File: config.mk
export PLATFORM = sky130hd
export DESIGN_NAME = fifo_uart_tx
export DESIGN_NICKNAME = d
export VERILOG_FILES = /design/src/rtl/fifo_pkg.sv /design/src/rtl/baud_tick_gen.sv /design/src/rtl/fifo_uart_tx.sv
export SDC_FILE = /design/constraint.sdc
export NUM_CORES = 1
export LEC_CHECK = 0
export CORE_MARGIN = 10
export CORE_UTILIZATION = 58
export CTS_CLUSTER_SIZE = 12
export DETAILED_ROUTE_END_ITERATION = 8
export HOLD_SLACK_MARGIN = 0.02
export PLACE_DENSITY_LB_ADDON = 0.3
export SLEW_MARGIN = 20
export SYNTH_ARGS = -nofsm -noshare
export SYNTH_HDL_FRONTEND = slang
export SYNTH_SLANG_ARGS = --single-unit
File: constraint.sdc
create_clock -name clk -period 2.9 [get_ports clk]
set_input_delay 0.58 -clock clk [delete_from_list [all_inputs] [get_ports clk]]
set_output_delay 0.58 -clock clk [all_outputs]
set_load 0.01 [all_outputs]
File: src/rtl/fifo_pkg.sv
// Shared types and constants for the FIFO-fed UART transmitter.
// Holds the frame FSM encoding and the frame-length helpers.
package fifo_pkg;

   typedef enum logic [2:0] {
      S_IDLE,
      S_REQ,
      S_WAIT,
      S_START,
      S_DATA,
      S_PAR,
      S_STOP
   } state_t;

   localparam int DATA_BITS = 8;

   // start bit + data bits + stop bit, parity excluded
   localparam int FRAME_BITS = DATA_BITS + 2;

   function automatic int frame_cycles(input int cpb, input int par);
      return (FRAME_BITS + par) * cpb;
   endfunction

endpackage

File: src/rtl/baud_tick_gen.sv
// Bit-period timer: counts 0..CLKS_PER_BIT-1 and flags the last cycle.
// Held at zero while restart is high so each frame starts aligned.
module baud_tick_gen #(
   parameter int CLKS_PER_BIT = 16
) (
   input  logic clk,
   input  logic clear_i,
   input  logic restart_i,
   output logic tick_o
);

   localparam int CW = (CLKS_PER_BIT > 1) ? $clog2(CLKS_PER_BIT) : 1;
   localparam logic [CW-1:0] LAST = CW'(CLKS_PER_BIT - 1);

   logic [CW-1:0] cnt_q;
   logic [CW-1:0] cnt_d;

   assign tick_o = !restart_i && (cnt_q == LAST);

   // Next count: wrap at end of bit, hold at zero on restart
   always_comb begin
      cnt_d = cnt_q + CW'(1);
      if (restart_i || tick_o) begin
         cnt_d = '0;
      end
   end

   // Counter register with synchronous active-low clear
   always_ff @(posedge clk) begin
      if (!clear_i) begin
         cnt_q <= '0;
      end else begin
         cnt_q <= cnt_d;
      end
   end

endmodule

File: src/rtl/fifo_uart_tx.sv
// UART transmitter that pulls bytes from an upstream FIFO.
// One read strobe per frame; frames run back-to-back while data waits.
module fifo_uart_tx
   import fifo_pkg::*;
#(
   parameter int CLKS_PER_BIT = 16,
   parameter int PARITY_EN    = 0
) (
   input  logic       clk,
   input  logic       clear,
   input  logic       enable,
   input  logic       fifo_empty,
   input  logic [7:0] fifo_data,
   input  logic       fifo_data_valid,
   output logic       fifo_rd,
   output logic       txd,
   output logic       busy
);

   localparam logic [2:0] LAST_BIT = 3'(DATA_BITS - 1);

   state_t     state_q, state_d;
   logic [2:0] bit_q, bit_d;
   logic [7:0] shift_q, shift_d;
   logic       txd_q, txd_d;
   logic       tick;
   logic       restart;

   assign restart = !(state_q inside {S_START, S_DATA, S_PAR, S_STOP});

   baud_tick_gen #(
      .CLKS_PER_BIT(CLKS_PER_BIT)
   ) u_baud (
      .clk      (clk),
      .clear_i  (clear),
      .restart_i(restart),
      .tick_o   (tick)
   );

   // State, bit index, captured byte and line register
   always_ff @(posedge clk) begin
      if (!clear) begin
         state_q <= S_IDLE;
         bit_q   <= '0;
         shift_q <= '0;
         txd_q   <= 1'b1;
      end else begin
         state_q <= state_d;
         bit_q   <= bit_d;
         shift_q <= shift_d;
         txd_q   <= txd_d;
      end
   end

   // Frame sequencing; byte captured when the FIFO answers
   always_comb begin
      state_d = state_q;
      bit_d   = bit_q;
      shift_d = shift_q;
      unique case (state_q)
         S_IDLE: begin
            if (enable && !fifo_empty) state_d = S_REQ;
         end
         S_REQ: begin
            // FIFO drained under us: abandon rather than wait forever
            state_d = fifo_empty ? S_IDLE : S_WAIT;
         end
         S_WAIT: begin
            if (fifo_data_valid) begin
               shift_d = fifo_data;
               bit_d   = '0;
               state_d = S_START;
            end
         end
         S_START: begin
            if (tick) state_d = S_DATA;
         end
         S_DATA: begin
            if (tick) begin
               if (bit_q == LAST_BIT) begin
                  bit_d   = '0;
                  state_d = (PARITY_EN != 0) ? S_PAR : S_STOP;
               end else begin
                  bit_d = bit_q + 3'd1;
               end
            end
         end
         S_PAR: begin
            if (tick) state_d = S_STOP;
         end
         S_STOP: begin
            if (tick) begin
               state_d = (enable && !fifo_empty) ? S_REQ : S_IDLE;
            end
         end
         default: state_d = S_IDLE;
      endcase
   end

   // Line level for the upcoming cycle, plus strobe and busy
   always_comb begin
      txd_d = 1'b1;
      unique case (state_d)
         S_START: txd_d = 1'b0;
         S_DATA:  txd_d = shift_d[bit_d];
         S_PAR:   txd_d = ^shift_d;
         default: txd_d = 1'b1;
      endcase
      fifo_rd = (state_q == S_REQ) && !fifo_empty;
      busy    = (state_q != S_IDLE);
   end

   assign txd = txd_q;

endmodule

Word-level counts from Yosys, hierarchy flattened
Cells that the tools add are included.
{"block": "op_classes", "add_sub_neg": 2, "multipliers": 0, "n_div": 0, "n_lt_le_gt_ge": 1, "n_eq_ne": 11, "shifts": 0, "n_mux": 19, "n_bitwise": 1, "n_reduce_logical": 11}
{"op": "$mux 3", "count": 10}
{"op": "$pmux 3 s7", "count": 1}
{"op": "$eq 3x3->1 const B", "count": 6}
{"op": "$mux 8", "count": 2}
{"op": "$eq 3x2->1 const B", "count": 3}
{"op": "$reduce_xor 8->1", "count": 1}
{"op": "$pmux 3 s2", "count": 1}
{"op": "$add 4x1->4 const B", "count": 1}
{"op": "$eq 4x4->1 const B", "count": 1}
{"op": "$lt 3x4->1 const B", "count": 1}
{"op": "$reduce_bool 4->1", "count": 1}
{"op": "$add 3x1->3 const B", "count": 1}
{"op": "$bmux 1 s3", "count": 1}
{"op": "$eq 3x1->1 const B", "count": 1}
{"op": "$logic_and 1x1->1", "count": 3}
{"op": "$logic_not 3->1", "count": 1}
{"op": "$pmux 1 s3", "count": 1}
{"op": "$reduce_bool 3->1", "count": 1}
{"op": "$logic_not 1->1", "count": 2}
{"op": "$mux 1", "count": 2}
{"op": "$mux 2", "count": 1}
{"op": "$reduce_or 2->1", "count": 1}
{"op": "$logic_or 1x1->1", "count": 1}
{"op": "$not 1->1", "count": 1}
{"block": "totals", "reg_bits": 19, "latchBits": 0, "ram_bits": 0, "rom_bits": 0, "in_bits": 13, "out_inout_bits": 3, "word_cells": 50, "memories": 0}

Logic depth before layout (Yosys ltp)
Gate-level depths: netlist of the first run.
{"block": "depth", "word_depth": 8, "depth_mapped": 9, "depth_no_buf": 9}

By module
A second synthesis of the first run with hierarchy kept.
{"block": "hier_totals", "hier_cells": 143, "area_unflattened_um2": 1196.1}
{"mod": "fifo_uart_tx", "n_inst": 1, "cells_per_inst": 127, "area_per_inst_um2": 1034.7}
{"mod": "baud_tick_gen", "n_inst": 1, "cells_per_inst": 16, "area_per_inst_um2": 161.4}

Least setup slack after synthesis of the first run
OpenSTA, ideal clock, no wires.
{"block": "synth_path", "kind": "flip-flop to flip-flop", "start": "register bit_q[0]", "end": "register txd_q (netlist: txd)", "setup_ns": 0.133, "arrival_ns": 1.886, "t_required_ns": 2.767, "path_slack_ns": 0.881, "path_stages_with_launch": 9, "path_buffers": 0, "period_less_slack_ns": 2.019, "path_cell_list": "dfxtp_1 > ha_1 > ha_1 > nor2b_1 > o2111ai_1 > nand3_2 > mux4_2 > o31ai_2 > o211ai_1"}
{"block": "synth_via", "elab_chain_len": 7, "word_cells_on_any_way": 15, "classes_between": "add/sub (1); eq/ne (4); mux (10)"}
{"element": "start, declared", "line_no": "fifo_uart_tx.sv:23", "rtl": "logic [2:0] bit_q, bit_d;"}
{"element": "start signal, assigned", "line_no": "fifo_uart_tx.sv:49", "rtl": "bit_q <= bit_d;"}
{"element": "$add 3x1->3 / $eq 3x3->1 (equally long branches)", "line_no": "fifo_uart_tx.sv:84, fifo_uart_tx.sv:80"}
{"element": "$mux 3", "line_no": "fifo_uart_tx.sv:80", "rtl": "if (bit_q == LAST_BIT) begin"}
{"element": "$mux 3", "line_no": "fifo_uart_tx.sv:79", "rtl": "if (tick) begin"}
{"element": "$pmux 3 s2", "line_no": "fifo_uart_tx.sv:60", "rtl": "unique case (state_q)"}
{"element": "$bmux 1 s3", "line_no": "fifo_uart_tx.sv:105", "rtl": "S_DATA: txd_d = shift_d[bit_d];"}
{"element": "$mux 1 (implied by the code)", "line_no": "fifo_uart_tx.sv:105"}
{"element": "$pmux 1 s3 *", "line_no": "fifo_uart_tx.sv:103", "rtl": "unique case (state_d)"}
{"element": "end signal, assigned", "line_no": "fifo_uart_tx.sv:51", "rtl": "txd_q <= txd_d;"}
{"element": "end, declared", "line_no": "fifo_uart_tx.sv:25", "rtl": "logic txd_q, txd_d;"}
Every way passes the cells marked *; elsewhere a longest branch is shown, timed or not. The select of a mux whose other input is x is not followed.
A chain may end at the register's enable or synchronous reset.

Worst setup path after layout of the first run
{"block": "layout_path", "start": "input fifo_empty", "end": "output fifo_rd"}
{"block": "layout_via", "elab_chain_len": 2}
{"element": "start, declared", "line_no": "fifo_uart_tx.sv:12", "rtl": "input logic fifo_empty,"}
{"element": "$logic_not 1->1", "line_no": "fifo_uart_tx.sv:109", "rtl": "fifo_rd = (state_q == S_REQ) && !fifo_empty;"}
{"element": "$logic_and 1x1->1", "line_no": "fifo_uart_tx.sv:109"}
{"element": "end, declared", "line_no": "fifo_uart_tx.sv:15", "rtl": "output logic fifo_rd,"}
No other way between the ends.

==> results.tsv, run 1 <==
metric	value	unit
r2r_cells	7	
clockBufferDepth	2	
core_area	2020	sq um
dr.first_iter.drc_count	75	
clock_latency	0.30	ns
grtUsageMet2	0.231	
max_freq	396	MHz
worstReg2RegStart	state_q[2]$_SDFF_PN0_	
dieWidth	67.0	um
cp_max_fo	5	
post_cts_buffers	0	
start_kind	primary input	
cts.sinks	19	
yosys_warnings	0	
cp.required	2.32	ns
hold_viol_final	0	
grt.busiest_layer	met2	
place_congestion	0.808	
whs	0.473	ns
syn2layout_area_growth	14.4	%
ios	16	
postCtsResizedCells	0	
slowest_delay	0.60	ns
stdcell_area	1460	sq um
grt_max_degree	20	
synth_seq_area_share	0.297	
synth_commonest_cells	nand2_1 (20), dfxtp_1 (19), xnor2_1 (13)	
cts.clk_slew.worst_paths	0.10	ns
gr-total-overflow	0	
cpMostUsedCell	clkdlybuf4s50_1	
yosysUniqueCellTypes	44	
p_seq_frac	0.558	
p_switching	122	uW
initial_core_util	0.632	
n_antenna_cell	0	
syn_nets	169	
synth_area	1280	sq um
async_flop_share	0	
slowest_stage	clkdlybuf4s50_1	
cts_tree	done	
row_count	16	
power.share.clock	0.272	
synth_area_leaders	dfxtp_1 (30%), xnor2_1 (8.9%), nand2_1 (5.9%)	
p_leak	0.528	nW
ant_nets	0	
synth_edf_count	0	
total_power	488	uW
fp.dieH	67.0	um
yosysTopAreaCell	dfxtp_1	
peakVddDrop	0.000270	V
use_met1	0.156	
period_minus_slack	2.52	ns
endpoint_kind	output port	
hold_class	flop to flop	
holdPathStages	1	
cts_buffers	3	
skew	0.00937	ns
htreeDepth	1	
hold_buffers	0	
ys.flop_type	dfxtp_1	
vias	1161	
min-delay-start	u_baud.cnt_q[0]$_SDFF_PP0_	
synth.most_common_cell	nand2_1	
drive_gt1_frac	0.0843	
worst_ep_arrival_time	1.94	ns
n_fill_cell	155	
grt_use_total	0.137	
worst_slew_pin_slew	0.536	ns
path_cells	clkdlybuf4s50_1 -> nor4b_1 -> clkdlybuf4s50_1	
final_cell_count_no_fill	193	
maxSlewViolCount	0	
p_per_area	333	nW/um^2
slew_headroom	0.642	
die_area	4480	sq um
multi_input_area	823	sq um
grt_pass1_vias	1107	
drv_cap	0	
fin_crit_sh	0.870	
antenna_found_initial	0	
synth_top_area_share	0.297	
rsz0062_at_grt	false	
synth-seq-cells	19	
register_area	380	sq um
crit_type	primary input to output port	
portBuffers	15	
grt_pass1_wl	4980	um
setup_tns	0	ns
use_met3	0.0468	
post-route-drc-count	0	
outcome	finished clean	
comb_power_share	0.170	
cts_root_buf	clkbuf_4	
synth.avg_cell_area	8.36	sq um
placed_cells	189	
p_sw_frac	0.251	
fin_nets	183	
drt_wl_total	2810	um
p_int	365	uW
viasPerCell	6.02	
drt-pass1-iter-count	4	
place_hpwl	2140	um
startpoint	fifo_empty	
dpl_cell_area	1440	sq um
synthesis.instances	153	
setup_viol	0	
wl_per_cell	14.6	um
## final cells by class
type | count | area share
Multi-Input combinational cell | 118 | 0.563
Sequential cell | 19 | 0.260
Timing Repair Buffer | 18 | 0.118
Tap cell | 27 | 0.0231
Clock buffer | 4 | 0.0180
Inverter | 7 | 0.0180
## sequential cells by signal, indices dropped and copies added, names as in the netlist
name	flops
bit_q	3
txd	1
u_baud.cnt_q	4
shift_q	8
state_q	3
## per-layer routing
metal	part of all wire	vias up
met1	0.43	555
met2	0.50	41
met5	0	-
li1	-	565
met3	0.068	0
met4	0	0
## worst paths after layout
check | end | slack, ns
max | fifo_rd | 0.38
min | u_baud.cnt_q[0]$_SDFF_PP0_ | 0.47
max reg2reg | txd$_SDFF_PN1_ | 0.57
min reg2reg | u_baud.cnt_q[0]$_SDFF_PP0_ | 0.47
## worst max-delay path, delay by kind of cell
| kind | cells | cell delay [ns] |
|---|---|---|
| buffers and inverters | 2 | 1.08 |
| AND/OR/NAND/NOR | 1 | 0.29 |
## through the flow
| stage | setup slack [ns] | util |
|---|---|---|
| 2_1_floorplan | 0.881 | - |
| 3_3_place_gp | 0.385 | 0.710 |
| 3_5_place_dp | 0.295 | 0.710 |
| 4_1_cts | 0.394 | 0.723 |
| 5_1_grt | 0.221 | 0.723 |
| 6_report | 0.377 | 0.723 |
## cell families after synthesis
kind of cell,Yosys count,share of synthesized area
adders and majority gates,3,0.0294
DFF,19,0.297
xor gates and xnor gates,16,0.110
muxes,5,0.0489
and+or+nand+nor,61,0.262
buffers and inverters,16,0.0587
AOI/OAI and AO/OA,33,0.194
## placed cells by master (no fill, tap or decap), drive strengths merged, types with 2 or more instances in the layout
cell and instances:
inv 7, mux2i 4, o21ai 3, o2111ai 2, buf 3, nor2b 5
clkbuf 4, clkdlybuf4s50 15, xnor2 13, nand2 20, and2 5, a21oi 3
o211ai 3, ha 3, a211oi 3, a21boi 6, nor2 11, dfxtp 19
nand3 8, and3 2, a31oi 3, nor4b 2, xor2 3, a22o 2
## power groups by stage
stage / clock (mW) / sequential [mW] / combinational, mW
final: 0.133 / 0.272 / 0.0830
after global placement: 0 / 0.278 / 0.0803
after detailed placement: 0 / 0.278 / 0.0825
after global routing: 0.150 / 0.273 / 0.0905
after CTS: 0.134 / 0.272 / 0.0833
after floorplan: 0 / 0.273 / 0.0531
(Power assumes the default switching activity.)
==> inputs of run 2 (changes only) <==
--- a/config.mk
+++ b/config.mk
@@ -11,6 +11,8 @@
 export DETAILED_ROUTE_END_ITERATION = 8
 export HOLD_SLACK_MARGIN = 0.02
 export PLACE_DENSITY_LB_ADDON = 0.3
+export RECOVER_POWER = 25
+export SETUP_SLACK_MARGIN = 0.15
 export SLEW_MARGIN = 20
 export SYNTH_ARGS = -nofsm -noshare
 export SYNTH_HDL_FRONTEND = slang
==> run 2 against run 1 <==
  * Combinational power decreased by 0.7%
  * Global-route usage unchanged
  * Setup slack lost 0.092 ns
  * Total power barely moved
  * Critical endpoint is now txd$_SDFF_PN1_
  * Largest cell class unchanged
==> results.tsv, run 2 (same netlist as run 1, synthesis figures left out) <==
metric	value	unit	change
setup_tns	0	ns	unchanged
skew	0.00937	ns	+0.000000140 ns
mostFrequentLayoutCells	nand2_1 (20), dfxtp_1 (19), clkdlybuf4s50_1 (14)		
placed_cells	189		unchanged
rsz0062_at_grt	false		
place_hpwl	2140	um	unchanged
postCtsResizedCells	0		unchanged
r2r_cells	8		+1
dieWidth	67.0	um	unchanged
ios	16		unchanged
fp.dieH	67.0	um	unchanged
slowest_delay	0.57	ns	-0.03 ns
grt_pass1_vias	1107		unchanged
path_cells	dlygate4sd3_1 -> and4bb_1 -> clkbuf_1 -> nand2_1 -> a32o_1 -> mux2i_1 -> a311o_1 -> a21oi_1 -> o211ai_1		
fin_crit_sh	0.902		+0.0317
period_minus_slack	2.61	ns	+0.0919 ns
hold_buffers	0		unchanged
reg2reg_to	txd$_SDFF_PN1_		
p_seq_frac	0.558		about the same
p_per_area	334	nW/um^2	+0.16%
final_common_cell	nand2_1		
clockBufferDepth	2		unchanged
initial_core_util	0.632		unchanged
grt_use_total	0.137		unchanged
gr-total-overflow	0		unchanged
dr.first_iter.drc_count	59		-21%
crit_buf_inv	2		unchanged
drt-pass1-iter-count	4		unchanged
drt_wl_total	2810	um	about the same
worst_ep_arrival_time	2.85	ns	+0.91 ns
r2r_slack	0.47	ns	-0.10 ns
die_area	4480	sq um	unchanged
ant_nets	0		unchanged
max_freq	382	MHz	-3.5%
final_cell_count_no_fill	193		unchanged
hold_class	flop to flop		
htreeDepth	1		unchanged
n_antenna_cell	0		unchanged
drive_gt1_frac	0.0783		-0.00602
cp.required	3.13	ns	+0.81 ns
cts.clk_slew.worst_paths	0.11	ns	about the same
wl_per_cell	14.6	um	about the same
drv_cap	0		unchanged
power.share.clock	0.273		about the same
setup_viol	0		unchanged
p_leak	0.524	nW	-0.75%
grt_pass1_wl	4980	um	unchanged
outcome	finished clean		
top_register	shift_q		
start_kind	primary input		
grt_max_degree	20		unchanged
cts_root_buf	clkbuf_4		
comb_power_share	0.169		about the same
peakVddDrop	0.000270	V	about the same
p_sw_frac	0.251		+0.000401
dpl_cell_area	1440	sq um	unchanged
p_int	365	uW	-0.15%
p_switching	122	uW	about the same
worstReg2RegStart	state_q[1]$_SDFF_PN0_		
core_area	2020	sq um	unchanged
post_cts_buffers	0		unchanged
stdcell_area	1460	sq um	-0.26%
cp_top_family	buffers and inverters		
min_to	u_baud.cnt_q[0]$_SDFF_PP0_		
row_count	16		unchanged
top_regs	shift_q: 8 flops, u_baud.cnt_q: 4 flops		
portBuffers	15		unchanged
hold_viol_final	0		unchanged
maxSlewViolCount	0		unchanged
antenna_found_initial	0		unchanged
post-route-drc-count	0		unchanged
viasPerCell	6.02		about the same
crit_type	primary input to flop		
slew_headroom	0.642		about the same
largest_reg_flops	8		unchanged
place_congestion	0.808		unchanged
min-delay-start	u_baud.cnt_q[0]$_SDFF_PP0_		
cts_buffers	3		unchanged
cts.sinks	19		unchanged
startpoint	fifo_data_valid		
clock_latency	0.30	ns	about the same
fin_nets	183		unchanged
cp_max_fo	10		+5
vias	1162		+0.086%
endpoint_kind	flop		
worst_slew_pin_slew	0.537	ns	+0.000722 ns
syn2layout_area_growth	14.1	%	
slowest_stage	dlygate4sd3_1		
cts_tree	done		
holdPathStages	1		unchanged
path_depth	9		+6
[run 2: cell count changes in the layout (fill, tap and decap cells not counted), sizes merged]
cell and delta:
clkdlybuf4s50 -1, dlygate4sd3 +1, buf -1, clkbuf +1
[run 2: per-stage QoR]
stage | hold WS, ns | setup WS [ns] | utilization | total power, mW
finish | 0.473 | 0.285 | 0.722 | 0.487
global route | 0.499 | 0.124 | 0.722 | 0.513
CTS | 0.481 | 0.394 | 0.723 | 0.489
detailed placement | 0.467 | 0.295 | 0.710 | 0.360
global placement | 0.432 | 0.385 | 0.710 | 0.358
floorplan | 0.418 | 0.881 | - | 0.326
[run 2: worst max path at each step]
stage / slack (ns) / to
after floorplan: 0.88 / txd$_SDFF_PN1_
after global placement: 0.38 / txd$_SDFF_PN1_
after detailed placement: 0.29 / txd$_SDFF_PN1_
after CTS: 0.39 / fifo_rd
after global routing: 0.12 / txd$_SDFF_PN1_
final: 0.29 / txd$_SDFF_PN1_
[run 2: area by class of cell]
| cell class | count | area (sq um) |
|---|---|---|
| fill | 155 | 563 |
| clock buffer | 4 | 26.3 |
| tap | 27 | 33.8 |
| sequential | 19 | 380 |
| timing repair buffer | 18 | 169 |
| inverter | 7 | 26.3 |
| multi-input combinational | 118 | 823 |
[run 2: layer usage]
layer / up-vias / track usage / routed length (um)
met4: 0 / 0.0487 / 0
met3: 0 / 0.0468 / 191
met2: 41 / 0.231 / 1400
li1: 565 / - / -
met5: - / 0 / 0
met1: 556 / 0.156 / 1220
[run 2: power by group through the flow]
stage | registers [mW] | clock network [mW] | logic, mW
after floorplan | 0.273 | 0 | 0.0531
after global placement | 0.278 | 0 | 0.0803
after detailed placement | 0.278 | 0 | 0.0825
after CTS | 0.272 | 0.134 | 0.0833
after global routing | 0.273 | 0.150 | 0.0900
final | 0.272 | 0.133 | 0.0824
==> inputs of run 3 (changes only) <==
--- a/config.mk
+++ b/config.mk
@@ -6,7 +6,8 @@
 export NUM_CORES = 1
 export LEC_CHECK = 0
 export CORE_MARGIN = 10
-export CORE_UTILIZATION = 58
+export CORE_UTILIZATION = 61
+export CTS_BUF_LIST = sky130_fd_sc_hd__clkbuf_8
 export CTS_CLUSTER_SIZE = 12
 export DETAILED_ROUTE_END_ITERATION = 8
 export HOLD_SLACK_MARGIN = 0.02
==> run 3 against run 2 <==
  * Register-to-register slack gained 0.02 ns
  * Combinational power is essentially flat
  * Die area shrank 3.5%
  * Non-clock buffer count shrank 1
  * Sequential power is essentially flat
  * First-iteration DRC count grew 20%
  * Count of clock-buffer cells in the layout shrank 1
  * Global-route usage grew 1.6 points
  * Clock skew shrank 0.0044 ns
  * Fmax grew 2.8%
  * Setup slack gained 0.070 ns
==> results.tsv, run 3 (same netlist as run 1, synthesis figures left out) <==
metric	value	unit	change
outcome	finished clean		
holdPathStages	1		unchanged
ios	16		unchanged
p_switching	138	uW	+13%
worst_slew_pin_slew	0.562	ns	+0.0257 ns
p_seq_frac	0.501		-0.057
grt_pass1_vias	1167		+5.4%
r2r_slack	0.49	ns	+0.02 ns
cts.clk_slew.worst_paths	0.07	ns	-0.04 ns
die_area	4330	sq um	-3.5%
start_kind	primary input		
power.share.clock	0.347		+0.074
cts_tree	done		
row_count	16		unchanged
wl_per_cell	16.1	um	+11%
period_minus_slack	2.54	ns	-0.0703 ns
r2r_cells	7		-1
n_antenna_cell	0		unchanged
slew_headroom	0.625		-0.0171
p_sw_frac	0.253		+0.00232
drt_wl_total	3090	um	+10%
mostFrequentLayoutCells	nand2_1 (20), dfxtp_1 (19), clkdlybuf4s50_1 (14)		
cts_root_buf	clkbuf_8		
cts_buffers	3		unchanged
top_regs	shift_q: 8 flops, u_baud.cnt_q: 4 flops		
post_cts_buffers	0		unchanged
initial_core_util	0.645		+0.0128
drv_cap	0		unchanged
max_freq	393	MHz	+2.8%
reg2reg_to	txd$_SDFF_PN1_		
hold_viol_final	0		unchanged
portBuffers	15		unchanged
gr-total-overflow	0		unchanged
rsz0062_at_grt	false		
worstReg2RegStart	state_q[1]$_SDFF_PN0_		
htreeDepth	1		unchanged
antenna_found_initial	0		unchanged
skew	0.00495	ns	-0.00442 ns
fin_nets	182		-0.55%
min_to	u_baud.cnt_q[0]$_SDFF_PP0_		
final_common_cell	nand2_1		
post-route-drc-count	0		unchanged
clock_latency	0.26	ns	-0.04 ns
clockBufferDepth	2		unchanged
setup_viol	0		unchanged
hold_buffers	0		unchanged
dieWidth	65.8	um	-1.7%
cp_max_fo	7		-3
dr.first_iter.drc_count	71		+20%
top_register	shift_q		
largest_reg_flops	8		unchanged
drt-pass1-iter-count	4		unchanged
core_area	1980	sq um	-2.0%
place_hpwl	2340	um	+9.3%
min-delay-start	u_baud.cnt_q[0]$_SDFF_PP0_		
grt_use_total	0.153		+0.0163
ant_nets	0		unchanged
endpoint_kind	flop		
peakVddDrop	0.000382	V	+41%
postCtsResizedCells	0		unchanged
worst_ep_arrival_time	2.67	ns	-0.18 ns
hold_class	flop to flop		
place_congestion	0.962		+19%
whs	0.459	ns	-0.0133 ns
syn2layout_area_growth	15.3	%	
viasPerCell	6.14		+1.9%
p_int	406	uW	+11%
cp.required	3.03	ns	-0.10 ns
fin_crit_sh	0.877		-0.0242
vias	1178		+1.4%
grt_max_degree	20		unchanged
cts.sinks	19		unchanged
drive_gt1_frac	0.0788		+0.000475
maxSlewViolCount	0		unchanged
grt_pass1_wl	5200	um	+4.4%
comb_power_share	0.151		-0.018
crit_type	primary input to flop		
p_per_area	369	nW/um^2	+10%
fp.dieH	65.8	um	-1.7%
setup_tns	0	ns	unchanged
p_leak	0.536	nW	+2.3%
[run 3: changes by cell type in the layout (fill, tap and decap cells not counted), sizes merged]
cell	delta
inv	+1
clkbuf	-2
[run 3: layer usage]
metal  up-vias  GRT usage  routed length (um)
met2        41      0.245                1510
met4         0      0.104                 105
met1       555      0.176                1270
li1        569          -                   -
met5         -          0                   0
met3        13     0.0373                 207
[run 3: how the worst max path moves through the flow]
stage                        start        endpoint  slack (ns)  cells past startpoint
3_5_place_dp       fifo_data_valid  txd$_SDFF_PN1_         0.1                      8
3_3_place_gp       fifo_data_valid  txd$_SDFF_PN1_        0.28                      8
6_report           fifo_data_valid  txd$_SDFF_PN1_        0.36                      8
2_1_floorplan  bit_q[0]$_SDFF_PN0_  txd$_SDFF_PN1_        0.88                      8
4_1_cts            fifo_data_valid  txd$_SDFF_PN1_        0.37                      8
5_1_grt            fifo_data_valid  txd$_SDFF_PN1_        0.20                      8
[run 3: critical path: stages]
cell and delay (ns):
clkdlybuf4s50_1 0.50, and4bb_1 0.41, mux2i_1 0.33, a22o_1 0.17, mux2i_1 0.06, a311o_1 0.34
a21oi_1 0.16, o211ai_1 0.11
[run 3: layout make-up]
cell class,count,area [sq um]
clock inverter,1,3.75
fill,142,508
multi-input combinational,118,823
sequential,19,380
timing repair buffer,17,165
clock buffer,3,41.3
tap,27,33.8
inverter,7,26.3
[run 3: power by group through the flow]
| stage | clock (mW) | combinational [mW] | sequential (mW) |
|---|---|---|---|
| detailed placement | 0 | 0.0819 | 0.278 |
| global placement | 0 | 0.0790 | 0.278 |
| global route | 0.203 | 0.0896 | 0.273 |
| CTS | 0.188 | 0.0823 | 0.272 |
| finish | 0.189 | 0.0821 | 0.272 |
| floorplan | 0 | 0.0531 | 0.273 |
[run 3: stage by stage]
stage	cells	setup WS, ns	util	power [mW]	instance area [sq um]
after detailed placement	188	0.0955	0.721	0.360	1430
final	192	0.356	0.744	0.543	1470
after floorplan	153	0.881	-	0.326	1280
after CTS	192	0.365	0.744	0.543	1470
after global placement	188	0.282	0.721	0.357	1430
after global routing	192	0.204	0.744	0.566	1470
